<file path="src/rtl/uart_pkg.sv">
// -----------------------------------------------------------------------------
// uart_pkg
//   Shared definitions for the UART transmitter: FSM state encoding and the
//   clog2 helper used to size counters.
//
//   Optional feature macro: UART_TX_PARITY_EN adds the PARITY state.
// -----------------------------------------------------------------------------
package uart_pkg;

    typedef enum logic [2:0] {
        IDLE   = 3'd0,
        START  = 3'd1,
        DATA   = 3'd2,
`ifdef UART_TX_PARITY_EN
        PARITY = 3'd3,
`endif
        STOP   = 3'd4
    } uart_state_e;

    // ceil(log2(n)), never less than 1 so it can size a vector directly.
    function automatic int unsigned clog2(input int unsigned n);
        int unsigned r;
        r = 0;
        for (int unsigned i = 0; i < 31; i++) begin
            if ((32'd1 << i) < n) begin
                r = i + 1;
            end
        end
        return (r == 0) ? 1 : r;
    endfunction

endpackage

</file>
<file path="src/rtl/uart_baud_gen.sv">
// -----------------------------------------------------------------------------
// uart_baud_gen
//   Bit-period counter. Counts CLK cycles and pulses bit_tick_o on the last
//   cycle of each bit period, then wraps to zero.
//
//   Ports:
//     CLK        - system clock
//     RSTn       - asynchronous active-low reset
//     clear_i    - holds the counter at zero (restarts the bit period)
//     bit_tick_o - one-cycle pulse on the final cycle of a bit period
// -----------------------------------------------------------------------------
module uart_baud_gen
    import uart_pkg::*;
#(
    parameter int unsigned P_CLKS_PER_BIT = 868
) (
    input  logic CLK,
    input  logic RSTn,
    input  logic clear_i,
    output logic bit_tick_o
);

    localparam int unsigned CW = clog2(P_CLKS_PER_BIT);
    localparam logic [CW-1:0] LAST_CNT = CW'(P_CLKS_PER_BIT - 1);

    logic [CW-1:0] cnt_q;
    logic [CW-1:0] cnt_d;

    assign bit_tick_o = ~clear_i && (cnt_q == LAST_CNT);

    always_comb begin
        cnt_d = cnt_q + 1'b1;
        if (clear_i || bit_tick_o) begin
            cnt_d = '0;
        end
    end

    always_ff @(posedge CLK or negedge RSTn) begin
        if (!RSTn) begin
            cnt_q <= '0;
        end else begin
            cnt_q <= cnt_d;
        end
    end

endmodule

</file>
<file path="src/rtl/uart_tx.sv">
// -----------------------------------------------------------------------------
// uart_tx
//   UART transmitter: start bit, P_DATA_BITS data bits LSB first, optional
//   even parity bit, one stop bit. A one-entry pending buffer lets a second
//   request queue behind the frame in flight; it follows with no idle gap.
//
//   Optional feature macro: UART_TX_PARITY_EN (even parity bit after DATA).
//
//   Ports:
//     CLK      - system clock, rising edge
//     RSTn     - asynchronous active-low reset
//     start    - single-cycle send request
//     data     - word to send, sampled when start is accepted
//     tx       - serial line, idle high
//     busy     - frame in progress or request pending
//     done     - one-cycle pulse after a frame's stop bit
//     overflow - one-cycle pulse when a request is dropped (buffer full)
// -----------------------------------------------------------------------------
module uart_tx
    import uart_pkg::*;
#(
    parameter int unsigned P_CLKS_PER_BIT = 868,
    parameter int unsigned P_DATA_BITS    = 8
) (
    input  logic                   CLK,
    input  logic                   RSTn,
    input  logic                   start,
    input  logic [P_DATA_BITS-1:0] data,
    output logic                   tx,
    output logic                   busy,
    output logic                   done,
    output logic                   overflow
);

    localparam int unsigned IW = clog2(P_DATA_BITS);
    localparam logic [IW-1:0] LAST_IDX = IW'(P_DATA_BITS - 1);

    uart_state_e            state_q, state_d;
    logic [P_DATA_BITS-1:0] frame_q, frame_d;
    logic [IW-1:0]          idx_q,   idx_d;
    logic [P_DATA_BITS-1:0] buf_q,   buf_d;
    logic                   full_q,  full_d;
    logic                   done_q,  done_d;
    logic                   ovf_q,   ovf_d;
    logic                   bit_tick;

    uart_baud_gen #(
        .P_CLKS_PER_BIT(P_CLKS_PER_BIT)
    ) u_baud (
        .CLK       (CLK),
        .RSTn      (RSTn),
        .clear_i   (state_q == IDLE),
        .bit_tick_o(bit_tick)
    );

    always_comb begin
        state_d = state_q;
        frame_d = frame_q;
        idx_d   = idx_q;
        buf_d   = buf_q;
        full_d  = full_q;
        done_d  = 1'b0;
        ovf_d   = 1'b0;

        // Requests arriving mid-frame (final stop cycle included) go to the
        // pending buffer, or are dropped if it is already occupied.
        if (state_q != IDLE && start) begin
            if (full_q) begin
                ovf_d = 1'b1;
            end else begin
                buf_d  = data;
                full_d = 1'b1;
            end
        end

        case (state_q)
            IDLE: begin
                if (start) begin
                    frame_d = data;
                    state_d = START;
                end
            end
            START: begin
                if (bit_tick) begin
                    idx_d   = '0;
                    state_d = DATA;
                end
            end
            DATA: begin
                if (bit_tick) begin
                    if (idx_q == LAST_IDX) begin
`ifdef UART_TX_PARITY_EN
                        state_d = PARITY;
`else
                        state_d = STOP;
`endif
                    end else begin
                        idx_d = idx_q + 1'b1;
                    end
                end
            end
`ifdef UART_TX_PARITY_EN
            PARITY: begin
                if (bit_tick) begin
                    state_d = STOP;
                end
            end
`endif
            STOP: begin
                if (bit_tick) begin
                    done_d = 1'b1;
                    // A request on this very cycle with an empty buffer was
                    // just marked as buffered above; forward it straight into
                    // the next frame instead so both cases start gap-free.
                    if (full_q) begin
                        frame_d = buf_q;
                        full_d  = 1'b0;
                        state_d = START;
                    end else if (start) begin
                        frame_d = data;
                        full_d  = 1'b0;
                        state_d = START;
                    end else begin
                        state_d = IDLE;
                    end
                end
            end
            default: begin
                state_d = IDLE;
            end
        endcase
    end

    always_comb begin
        tx = 1'b1;
        case (state_q)
            START:  tx = 1'b0;
            DATA:   tx = frame_q[idx_q];
`ifdef UART_TX_PARITY_EN
            PARITY: tx = ^frame_q;
`endif
            default: tx = 1'b1;
        endcase
    end

    assign busy     = (state_q != IDLE) || full_q;
    assign done     = done_q;
    assign overflow = ovf_q;

    always_ff @(posedge CLK or negedge RSTn) begin
        if (!RSTn) begin
            state_q <= IDLE;
            frame_q <= '0;
            idx_q   <= '0;
            buf_q   <= '0;
            full_q  <= 1'b0;
            done_q  <= 1'b0;
            ovf_q   <= 1'b0;
        end else begin
            state_q <= state_d;
            frame_q <= frame_d;
            idx_q   <= idx_d;
            buf_q   <= buf_d;
            full_q  <= full_d;
            done_q  <= done_d;
            ovf_q   <= ovf_d;
        end
    end

endmodule

</file>
<file path="config.mk">
export PLATFORM = sky130hd
export DESIGN_NAME = uart_tx
export DESIGN_NICKNAME = d
export VERILOG_FILES = /design/src/rtl/uart_pkg.sv /design/src/rtl/uart_baud_gen.sv /design/src/rtl/uart_tx.sv
export SDC_FILE = /design/constraint.sdc
export NUM_CORES = 1
export LEC_CHECK = 0
export ABC_AREA = 1
export CORE_MARGIN = 1
export CORE_UTILIZATION = 35
export CTS_BUF_LIST = sky130_fd_sc_hd__clkbuf_16
export DETAILED_ROUTE_END_ITERATION = 16
export GPL_TIMING_DRIVEN = 0
export SLEW_MARGIN = 25
export SYNTH_ARGS = -nofsm -noshare
export SYNTH_HDL_FRONTEND = slang
export SYNTH_SLANG_ARGS = --single-unit
export TNS_END_PERCENT = 100
</file>
<file path="constraint.sdc">
create_clock -name CLK -period 1.74 [get_ports CLK]
set_input_delay 0.348 -clock CLK [delete_from_list [all_inputs] [get_ports CLK]]
set_output_delay 0.348 -clock CLK [all_outputs]
set_load 0.03 [all_outputs]
</file>
==> results.toml, run 1 <==
[drt]
routed.top_layer = "met4"
drt-total-wl_mm = 3.65
wl_met2_mm = 1.49
drtIter0Drc = 57
viasPerCell = 4.60
firstDrtPassIters = 4
vias = 1472
drc_errors = 0
wl_per_cell_um = 11.4
final_antenna_net_count = 0
drt-met1-wl_mm = 1.92
wl_met3_um = 137

[die]
dieWidth_um = 75.1
core-area_mm2 = 0.00514
die_height_um = 75.1
row_count = 26
fp.dieArea_mm2 = 0.00564
ioPinCount = 15
start_util = 0.364

[timing]
setup_tns_ns = -0.0339
tightest_slew_ns = 0.315
fin_skew_ns = 0.00490
finalCritPeriodShare = 1.02
grt_setup_unrepaired = "true"
fin_crit_ns = 1.77
max_freq_mhz = 564
relSlewSlack = 0.790
setup_violations = 1
finalHoldViolCount = 0
layout_setup_ws_ns = -0.0339
maxSlewViolCount = 0

[outcome]
status = "finished, violations left"
violations = "negative setup slack"

[clock_tree]
numCtsBuffers = 5
clock_sinks = 35
clk_pin_slew_worst_paths_ns = 0.06
clockBufferDepth = 2
clockRootBuffer = "clkbuf_16"
htree_levels = 2
insertion_delay_ns = 0.28
cts_tree = "built"

[cells_and_area]
nFillCells = 530
nNetsFinal = 263
final_layout_size_suffix_gt1_frac = 0.176
syn_to_final_growth_pct = 23.1
final_cell_mix = "nand2_1, dfrtp_1, nor2_1"
mostFrequentLayoutCell = "nand2_1"
postLayoutCellArea_mm2 = 0.00230
diodes = 0

[global_routing]
gr-total-overflow = 0
antenna_found_initial = 0
grt_pass1_wl_mm = 6.22
first_global_vias = 1374
grt_max_degree = 28
grt_use_total = 0.149

[place]
port_buffers = 14
hpwlAfterDp_mm = 2.64
gp_congestion = 0.806
placedInstanceArea_mm2 = 0.00211

[pwr]
p_sw_uw = 389
totalPowerFinal_mw = 1.92
p_per_area_mw_per_mm2 = 832
switching_share = 0.203
pwr-share-seq = 0.425
intPower_mw = 1.53
irDropWorstVdd_uv = 601
power.share.combinational = 0.042
p_leak_nw = 1.12
p_clk_frac = 0.532

[setup_path]
critPathCaptureType = "output port"
worstPathRequired_ns = 1.39
crit_fanout = 7
path_class = "reg -> out"
max_stage_delay_ns = 0.46
critical_path.startpoint_type = "flop"
worstPathCellList = "inv_4 > nor2_1 > o211ai_1 > nand2_1 > o21ai_1 > buf_4"
crit_arrival_ns = 1.43
slowest_stage = "dfrtp_2"

[yosys]
post_synth_num_cell_types = 29
ys_ff_latch = 35
ys_seq_area_frac = 0.468
synthesis.nets = 239
mappedNetlistArea_mm2 = 0.00187
ys.warnings.count = 0
syn_area_per_cell_um2 = 8.32
syn_inst = 225

[job]
cap_violations = 0

[hold_path]
hold_class = "in -> async"
[cells in the mapped netlist (all sizes together)]
| cell | number | area share |
|---|---|---|
| a21oi | 7 | 0.019 |
| buf | 3 | 0.015 |
| clkinv | 1 | 0.0020 |
| dfrtp | 35 | 0.47 |
| ha | 3 | 0.020 |
| inv | 22 | 0.044 |
| mux2 | 8 | 0.048 |
| nand2 | 62 | 0.13 |
| nand3 | 16 | 0.055 |
| nand3b | 2 | 0.0080 |
| nand4 | 3 | 0.010 |
| nor2 | 29 | 0.080 |
| nor3 | 4 | 0.011 |
| nor4 | 1 | 0.0033 |
| o211ai | 1 | 0.0040 |
| o21ai | 26 | 0.072 |
| xor2 | 2 | 0.0094 |
[path summary, 6_finish.rpt]
check / slack [ns] / depth (start not counted) / start / end
max: -0.03 / 6 / idx_q[0] / tx
min: 0.47 / 2 / RSTn / buf_q[1]
max reg2reg: 0.13 / 9 / u_baud.cnt_q[0] / frame_q[5]
min reg2reg: 0.50 / 1 / buf_q[3] / buf_q[3]
max in group asynchronous: 0.85 / 3 / RSTn / state_q[1]
min in group CLK: 0.50 / 1 / buf_q[3] / buf_q[3]
[power groups by stage]
stage / combinational, mW / sequential (mW) / clock (mW)
6_report: 0.0812 / 0.816 / 1.02
5_1_grt: 0.0929 / 0.815 / 1.06
4_1_cts: 0.0827 / 0.816 / 1.03
3_5_place_dp: 0.0806 / 0.830 / 0
3_3_place_gp: 0.0760 / 0.830 / 0
2_1_floorplan: 0.0250 / 0.833 / 0
[worst max-delay path, delay by kind of cell (launching register included)]
family / cells / cell delay [ns]
DFF: 1 / 0.46
AOI/OAI and AO/OA: 2 / 0.29
buffers and inverters: 2 / 0.27
and+or+nand+nor: 2 / 0.12
[cell families (layout without fill, tap and decap cells)]
group | after synthesis | in the layout | share of synthesized area
AND/OR/NAND/NOR | 117 | 117 | 0.299
flip-flops | 35 | 35 | 0.468
AO/OA/AOI/OAI | 34 | 34 | 0.0943
buffers and inverters | 26 | 51 | 0.0608
multiplexers | 8 | 8 | 0.0481
adder cells (fa/ha/maj) | 3 | 3 | 0.0201
XOR/XNOR | 2 | 2 | 0.00936
[state kept, by name (all words and copies together), names as in the netlist]
signal / cells
idx_q: 3
frame_q: 8
state_q: 3
full_q: 1
u_baud.cnt_q: 10
overflow: 1
buf_q: 8
done: 1
[per-layer routing]
| metal | GRT usage | up-vias |
|---|---|---|
| met5 | 0 | - |
| met4 | 0.0700 | 0 |
| li1 | - | 783 |
| met2 | 0.218 | 23 |
| met3 | 0.0361 | 8 |
| met1 | 0.209 | 658 |
[area by class of cell]
cell class              count  area, um2  area share
multi-input cells         164        885       0.384
flip-flops and latches     35        878       0.381
repair buffers             17        165      0.0717
clock buffers               5        125      0.0543
inverters                  23       91.3      0.0397
well taps                  70       87.6      0.0380
clock inverters             3       43.8      0.0190
plain buffers               3       27.5      0.0120
[timing repair]
item / in CTS / in global routing
resized for setup: 14 / 4
hold buffers: 1 / 0
pin swaps: 1 / 2
setup buffers: 0 / 1
hold endpoints to repair: 8 / 0
setup endpoints to repair: 2 / 3
[per-stage QoR]
| step | hold WS, ns | util | setup slack (ns) | cells |
|---|---|---|---|---|
| after detailed placement | 0.219 | 0.411 | -0.321 | 310 |
| after floorplan | 0.0524 | - | 0.155 | 225 |
| after CTS | 0.467 | 0.445 | -0.0382 | 319 |
| after global placement | 0.474 | 0.408 | -0.487 | 309 |
| final | 0.465 | 0.448 | -0.0339 | 320 |
| after global routing | 0.497 | 0.448 | -0.124 | 320 |
Note: power is estimated with default switching activity, not from simulation.
==> inputs of run 2 (changes only) <==
==> constraint.sdc (replaced) <==
create_clock -name CLK -period 1.74 [get_ports CLK]
set_input_delay 0.348 -clock CLK [delete_from_list [all_inputs] [get_ports CLK]]
set_output_delay 0.348 -clock CLK [all_outputs]
set_load 0.02 [all_outputs]
==> results.toml, run 2 (synthesized netlist as in run 1, its figures left out) <==
[outcome]
status = "complete, no violations"

[global_routing]
first_global_vias = 1427
grt_use_total = 0.154
gr-total-overflow = 0
antenna_found_initial = 0
grt_pass1_wl_mm = 6.47
grt_max_degree = 27

[cells_and_area]
post-route-util = 0.447
final_cell_mix = "nand2_1, dfrtp_1, nor2_1"
regMostFlops = "u_baud.cnt_q"
syn_to_final_growth_pct = 22.9
final_layout_size_suffix_gt1_frac = 0.183
reg_top3 = "u_baud.cnt_q: 10 flops, buf_q: 8 flops, frame_q: 8 flops"
largest_reg_flops = 10
diodes = 0
nNetsFinal = 264
mostFrequentLayoutCell = "nand2_1"
nFillCells = 538

[setup_path]
critPathCaptureType = "output port"
path_class = "reg -> out"
critical_path.startpoint_type = "flop"
crit_arrival_ns = 1.38
rrSetupSlack_ns = 0.13
r2r_start = "u_baud.cnt_q[0]"
reg2reg_to = "u_baud.cnt_q[7]"
worstPathRequired_ns = 1.39
crit_fanout = 6
reg2reg_depth = 8

[timing]
layout_setup_ws_ns = 0.0159
finalHoldViolCount = 0
relSlewSlack = 0.797
tightest_slew_ns = 0.303
grt_setup_unrepaired = "true"
finalCritPeriodShare = 0.991
maxSlewViolCount = 0
max_freq_mhz = 580
fin_skew_ns = 0.00614
fin_crit_ns = 1.72
setup_violations = 0

[drt]
drc_errors = 0
vias = 1503
drt-total-wl_mm = 3.64
firstDrtPassIters = 4
viasPerCell = 4.68
wl_per_cell_um = 11.3
drtIter0Drc = 59
final_antenna_net_count = 0

[die]
dieWidth_um = 75.1
fp.dieArea_mm2 = 0.00564
die_height_um = 75.1
start_util = 0.364
ioPinCount = 15
core-area_mm2 = 0.00514
row_count = 26

[pwr]
switching_share = 0.211
intPower_mw = 1.37
p_leak_nw = 1.12
p_clk_frac = 0.486
totalPowerFinal_mw = 1.74
power.share.combinational = 0.046
p_per_area_mw_per_mm2 = 757
pwr-share-seq = 0.468
p_sw_uw = 367
irDropWorstVdd_uv = 500

[clock_tree]
numCtsBuffers = 5
clockBufferDepth = 2
clk_pin_slew_worst_paths_ns = 0.06
cts_tree = "built"
clock_sinks = 35
htree_levels = 2
insertion_delay_ns = 0.28
clockRootBuffer = "clkbuf_16"

[place]
post-place-ws_ns = -0.294
gp_congestion = 0.793
hpwlAfterDp_mm = 2.63
port_buffers = 14

[job]
cap_violations = 0

[hold_path]
hold_class = "in -> async"
run 2: power groups by stage:
stage	Sequential, mW	Combinational, mW	Clock [mW]
floorplan	0.832	0.0250	0
global placement	0.830	0.0752	0
detailed placement	0.830	0.0797	0
CTS	0.816	0.0820	0.868
global route	0.815	0.0940	0.899
finish	0.816	0.0801	0.846
run 2: stage by stage:
step / cell area [um2] / cells / hold slack (ns) / setup TNS, ns
6_report: 2300 / 321 / 0.468 / 0
3_5_place_dp: 2110 / 310 / 0.234 / -0.670
5_1_grt: 2300 / 321 / 0.507 / -0.109
3_3_place_gp: 2100 / 309 / 0.472 / -18.23
4_1_cts: 2290 / 320 / 0.475 / 0
2_1_floorplan: 1870 / 225 / 0.0524 / 0
run 2: area by class of cell:
cell class / instances / area (um2) / area share
multi-input combinational: 164 / 893 / 0.388
sequential: 35 / 878 / 0.382
timing repair buffer: 18 / 183 / 0.0794
clock buffer: 5 / 125 / 0.0544
inverter: 23 / 88.8 / 0.0386
tap: 70 / 87.6 / 0.0381
buffer: 3 / 27.5 / 0.0120
clock inverter: 3 / 16.3 / 0.00707
run 2: what timing repair did:
action | in CTS | in global routing
hold endpoints to repair | 9 | 0
pin swaps | 0 | 1
hold buffers | 1 | 0
resized for setup | 16 | 3
buffers inserted | 1 | 1
endpoints found under the setup margin | 2 | 4
cloned | 0 | 0
run 2: worst max path at each step:
stage / start / to / slack, ns / cells after the start
final: idx_q[0] / tx / 0.02 / 6
after global routing: idx_q[0] / tx / -0.11 / 6
after CTS: state_q[1] / busy / 0.003 / 5
after detailed placement: idx_q[0] / tx / -0.29 / 8
after global placement: RSTn / idx_q[1] / -0.50 / 1
after floorplan: idx_q[0] / tx / 0.13 / 7
run 2: routing by layer:
| layer | wire, um | share of wire | vias to the layer above | GRT usage |
|---|---|---|---|---|
| met2 | 1590 | 0.44 | 28 | 0.235 |
| met3 | 124 | 0.034 | 2 | 0.0321 |
| met4 | 24 | 0.0066 | 0 | 0.0576 |
| li1 | - | - | 793 | - |
| met5 | 0 | 0 | - | 0 |
| met1 | 1890 | 0.52 | 680 | 0.217 |
run 2: worst max-delay path: stages (launching register included):
cell	delay (ns)
dfrtp_2	0.44
inv_2	0.09
nor2_1	0.04
o211ai_1	0.16
nand2_1	0.08
o21ai_2	0.15
buf_6	0.14
